==> src/rtl/bcd_pkg.sv <==
// Shared constants and FSM encoding for the digit-serial BCD complementer.
package bcd_pkg;

  localparam int unsigned DIGIT_W = 4;

  localparam logic [3:0] BCD_MAX = 4'd9;
  localparam logic [4:0] BCD_TEN = 5'd10;

  typedef enum logic [1:0] {
    ST_IDLE = 2'd0,
    ST_RUN  = 2'd1,
    ST_DONE = 2'd2
  } state_e;

endpackage

==> src/rtl/bcd_digit_nines.sv <==
// Single-digit 9's complement gate network with a BCD-validity flag.
module bcd_digit_nines
  import bcd_pkg::*;
(
  input  logic [3:0] digit_i,
  output logic [3:0] nines_o,
  output logic       valid_o
);

  // Gate form of 9-d; only meaningful when the digit is a legal BCD code
  assign nines_o[3] = ~digit_i[3] & ~digit_i[2] & ~digit_i[1];
  assign nines_o[2] = digit_i[2] ^ digit_i[1];
  assign nines_o[1] = digit_i[1];
  assign nines_o[0] = ~digit_i[0];

  assign valid_o = (digit_i <= BCD_MAX);

endmodule

==> src/rtl/bcd_complement_seq.sv <==
// Digit-serial N-digit BCD 9's/10's complementer, LSD first, start/done handshake.
module bcd_complement_seq
  import bcd_pkg::*;
#(
  parameter int unsigned DIGITS = 4
) (
  input  logic                      clk,
  input  logic                      rst,
  input  logic                      start,
  input  logic                      mode,
  input  logic [DIGIT_W*DIGITS-1:0] din,
  output logic                      ready,
  output logic                      busy,
  output logic                      done,
  output logic [DIGIT_W*DIGITS-1:0] dout,
  output logic                      cout,
  output logic                      err
);

  localparam int unsigned W     = DIGIT_W * DIGITS;
  localparam int unsigned IDX_W = (DIGITS > 1) ? $clog2(DIGITS) : 1;
  localparam logic [IDX_W-1:0] IDX_LAST = IDX_W'(DIGITS - 1);

  state_e           state_q, state_d;
  logic [W-1:0]     opr_q, opr_d;
  logic [W-1:0]     dout_q, dout_d;
  logic [IDX_W-1:0] idx_q, idx_d;
  logic             mode_q, mode_d;
  logic             carry_q, carry_d;
  logic             cout_q, cout_d;
  logic             err_q, err_d;
  logic             ready_q, ready_d;
  logic             busy_q, busy_d;
  logic             done_q, done_d;

  logic [3:0] digit_sel;
  logic [3:0] digit_nines;
  logic       digit_valid;
  logic [4:0] digit_sum;
  logic [3:0] digit_res;
  logic       carry_nxt;

  // Select the operand digit addressed by idx
  always_comb begin
    digit_sel = 4'h0;
    for (int unsigned i = 0; i < DIGITS; i++) begin
      if (idx_q == IDX_W'(i)) digit_sel = opr_q[DIGIT_W*i +: DIGIT_W];
    end
  end

  bcd_digit_nines u_nines (
    .digit_i (digit_sel),
    .nines_o (digit_nines),
    .valid_o (digit_valid)
  );

  // Add incoming carry; a sum of ten wraps to zero and ripples on
  always_comb begin
    digit_sum = {1'b0, digit_nines} + {4'b0000, carry_q};
    digit_res = digit_sum[3:0];
    carry_nxt = 1'b0;
    if (!digit_valid) begin
      digit_res = 4'h0;
      carry_nxt = 1'b0;
    end else if (digit_sum == BCD_TEN) begin
      digit_res = 4'h0;
      carry_nxt = 1'b1;
    end
  end

  always_ff @(posedge clk or posedge rst) begin
    if (rst) begin
      state_q <= ST_IDLE;
      opr_q   <= '0;
      dout_q  <= '0;
      idx_q   <= '0;
      mode_q  <= 1'b0;
      carry_q <= 1'b0;
      cout_q  <= 1'b0;
      err_q   <= 1'b0;
      ready_q <= 1'b1;
      busy_q  <= 1'b0;
      done_q  <= 1'b0;
    end else begin
      state_q <= state_d;
      opr_q   <= opr_d;
      dout_q  <= dout_d;
      idx_q   <= idx_d;
      mode_q  <= mode_d;
      carry_q <= carry_d;
      cout_q  <= cout_d;
      err_q   <= err_d;
      ready_q <= ready_d;
      busy_q  <= busy_d;
      done_q  <= done_d;
    end
  end

  always_comb begin
    state_d = state_q;
    opr_d   = opr_q;
    dout_d  = dout_q;
    idx_d   = idx_q;
    mode_d  = mode_q;
    carry_d = carry_q;
    cout_d  = cout_q;
    err_d   = err_q;

    unique case (state_q)
      ST_IDLE, ST_DONE: begin
        if (start) begin
          state_d = ST_RUN;
          opr_d   = din;
          mode_d  = mode;
          idx_d   = '0;
          carry_d = mode;
          dout_d  = '0;
          cout_d  = 1'b0;
          err_d   = 1'b0;
        end else begin
          state_d = ST_IDLE;
        end
      end
      ST_RUN: begin
        for (int unsigned i = 0; i < DIGITS; i++) begin
          if (idx_q == IDX_W'(i)) dout_d[DIGIT_W*i +: DIGIT_W] = digit_res;
        end
        idx_d   = idx_q + IDX_W'(1);
        carry_d = carry_nxt;
        if (!digit_valid) err_d = 1'b1;
        if (idx_q == IDX_LAST) begin
          cout_d  = mode_q & carry_nxt;
          state_d = ST_DONE;
        end
      end
      default: state_d = ST_IDLE;
    endcase
  end

  // Status flags are registered from the next state so they align with state_q
  assign ready_d = (state_d != ST_RUN);
  assign busy_d  = (state_d == ST_RUN);
  assign done_d  = (state_d == ST_DONE);

  assign ready = ready_q;
  assign busy  = busy_q;
  assign done  = done_q;
  assign dout  = dout_q;
  assign cout  = cout_q;
  assign err   = err_q;

endmodule

==> config.mk <==
export PLATFORM = sky130hd
export DESIGN_NAME = bcd_complement_seq
export DESIGN_NICKNAME = d
export VERILOG_FILES = /design/src/rtl/bcd_pkg.sv /design/src/rtl/bcd_digit_nines.sv /design/src/rtl/bcd_complement_seq.sv
export SDC_FILE = /design/constraint.sdc
export NUM_CORES = 1
export LEC_CHECK = 0
export ABC_AREA = 1
export CAP_MARGIN = 5
export CORE_AREA = 2 2 64 127
export CTS_CLUSTER_DIAMETER = 150
export DETAILED_ROUTE_END_ITERATION = 12
export DIE_AREA = 0 0 66 129
export SKIP_CTS_REPAIR_TIMING = 1
export SLEW_MARGIN = 20
export SYNTH_ARGS = -nofsm -noshare
export SYNTH_HDL_FRONTEND = slang
export SYNTH_SLANG_ARGS = --single-unit
==> constraint.sdc <==
create_clock -name clk -period 3.2 [get_ports clk]
set_clock_uncertainty 0.05 [all_clocks]
set_input_delay 0.48 -clock clk [delete_from_list [all_inputs] [get_ports clk]]
set_output_delay 0.48 -clock clk [all_outputs]
set_load 0.01 [all_outputs]
==> flow_metrics.tcl <==
set metrics [dict create \
    outcome "finished clean" \
    fin_crit_sh 0.834 \
    wl_per_cell_um 12.1 \
    area.sequential_um2 1080 \
    ys.flop_type "dfrtp_1" \
    antenna_cells 0 \
    io_buffers 40 \
    slew_viol_final 0 \
    layout_min_cycle_time_ns 2.67 \
    critPathMaxFanout 5 \
    peakVddDrop_mv 0.315 \
    ys_seq_elements 43 \
    clk_pin_slew_ns 0.06 \
    final_common_cell "nand2_1" \
    cts_buffer_depth 2 \
    remaining_drc_errors 0 \
    multi_input_area_um2 863 \
    crit_start "idx_q[1]" \
    arrival_ns 2.79 \
    layout.cells.non_filler 390 \
    total_leakage_power_nw 1.40 \
    ctsRootBufferMaster "clkbuf_16" \
    core_area_um2 7540 \
    via_per_inst 4.38 \
    worst_r2r_endpoint "dout[13]" \
    tns_ns 0 \
    fmax_mhz 375 \
    htreeDepth 2 \
    start_util 0.274 \
    antenna_left 0 \
    final_cell_mix "nand2_1, dfrtp_1, clkdlybuf4s50_1" \
    synth.cell_area_um2 2070 \
    utilization 0.367 \
    hpwl_um 3750 \
    crit_type "reg2reg" \
    worst_pin_slew_ns 0.532 \
    synth-seq-area-share 0.521 \
    dr.pass1.iters 4 \
    synth-edff-count 0 \
    die_w_um 66 \
    overflow 0 \
    rr_worst_depth 17 \
    max_slew_margin 0.646 \
    clock_latency_ns 0.28 \
    fin_nets 322 \
    drt_iter0_markers 87 \
    endpoint "dout[13]" \
    rows 45 \
    synth_cells 248 \
    num_vias 1709 \
    finalInstanceArea_um2 2770 \
    clkSinkCount 43 \
    die_h_um 129 \
    critPathRequiredTime_ns 3.32 \
    area_delta_synth_final_pct 34.0 \
    fillers 824 \
    cts_tree "built" \
    wl_um 4730 \
    dp_cells 382 \
    setup_viol 0 \
    placed_area_um2 2600 \
    rr_startpoint "idx_q[1]" \
    r2r_setup_slack_ns 0.53 \
    grt_pass1_wl_um 7990 \
    worstSetupStartpointType "register" \
    drv_cap 0 \
    async_flop_share 1.00 \
    syn_nets 275 \
    place_congestion 0.856 \
    grt_setup_unrepaired "false" \
    ys_warn_count 0 \
    grt_usage 0.124 \
    p_per_area_nw_per_um2 1130 \
    synthDistinctLibCells 23 \
    cts_inserted_buffers 5 \
    first_global_vias 1772 \
    antenna_found_initial 0 \
    avgSynthCellArea_um2 8.34 \
    grt_max_degree 44 \
    die-area_um2 8510 \
    hold_class "reg2reg" \
    io_pins 41 \
    hold_viol 0 \
    drive_above_1_share 0.122 \
    cp-end-kind "register" \
]
-- stage by stage --
stage                     power (W)  worst slack [ns]  hold WS [ns]
after floorplan             0.00204             0.871         0.394
final                       0.00313             0.530         0.426
after global routing        0.00340             0.198         0.440
after detailed placement    0.00257             0.527         0.415
after global placement      0.00254             0.576         0.412
after CTS                   0.00317             0.507         0.432
-- worst max-delay path: stages, from the launching register on --
cell	delay, ns
dfrtp_1	0.40
inv_1	0.08
ha_1	0.26
inv_2	0.12
nand2_1	0.08
nand3_1	0.07
nand2_1	0.06
nand2_2	0.16
inv_1	0.09
ha_1	0.30
nor2_1	0.14
inv_1	0.07
nand2_1	0.12
nand3_1	0.10
nor2_1	0.22
nand2_2	0.12
nand3_1	0.08
nand2_1	0.05
-- cells in the mapped netlist (2+ instances only) --
library cell / number / area [um^2]
a21oi_1: 6 / 30.0
clkbuf_1: 3 / 11.3
dfrtp_1: 42 / 1050
ha_1: 7 / 87.6
inv_1: 21 / 78.8
inv_2: 8 / 30.0
nand2_1: 106 / 398
nand2_2: 3 / 18.8
nand2_4: 5 / 56.3
nand3_1: 11 / 55.1
nand4_1: 6 / 37.5
nor2_1: 7 / 26.3
nor2_4: 4 / 45.0
o21ai_0: 9 / 45.0
o21ai_1: 2 / 10.0
-- report_power, final --
part,total [W],internal (W),switching (W),leakage [nW]
clock,0.000583,0.000388,0.000196,0.0868
combinational,0.00166,0.000609,0.00105,0.769
sequential,0.000884,0.000773,0.000111,0.548
total,0.00313,0.00177,0.00136,1.40
-- metal layers --
metal,vias to the layer above,GRT usage,wire length [um]
met1,792,0.116,1630
met3,9,0.0315,191
met5,-,0,0
li1,863,-,-
met4,0,0.0540,121
met2,45,0.242,2790
-- state kept, by name, indices dropped and copies added (netlist names) --
name	flops
busy	1
carry_q	1
cout	1
done	1
dout	16
err	1
idx_q	2
mode_q	1
opr_q	16
ready	1
state_q	2
-- final cells by class --
class	instances	share of cell area
clock inverter	2	0.0126
timing repair buffer	43	0.153
sequential	43	0.389
tap	94	0.0424
clock buffer	6	0.0501
inverter	31	0.0424
multi-input combinational	171	0.311
-- worst min path at each step --
stage	startpoint	end	depth (start not counted)
after detailed placement	dout[10]	dout[10]	2
after global placement	dout[10]	dout[10]	2
after floorplan	opr_q[8]	opr_q[8]	2
after CTS	dout[10]	dout[10]	2
final	dout[10]	dout[10]	2
after global routing	dout[10]	dout[10]	2
-- kinds of logic after synthesis --
kind of cell,Yosys count,synth area share
simple gates,145,0.326
flops,43,0.521
buf+inv,34,0.0623
compound gates,19,0.0484
fa+ha+maj,7,0.0423
No activity file was read; power rests on OpenSTA's default activity.
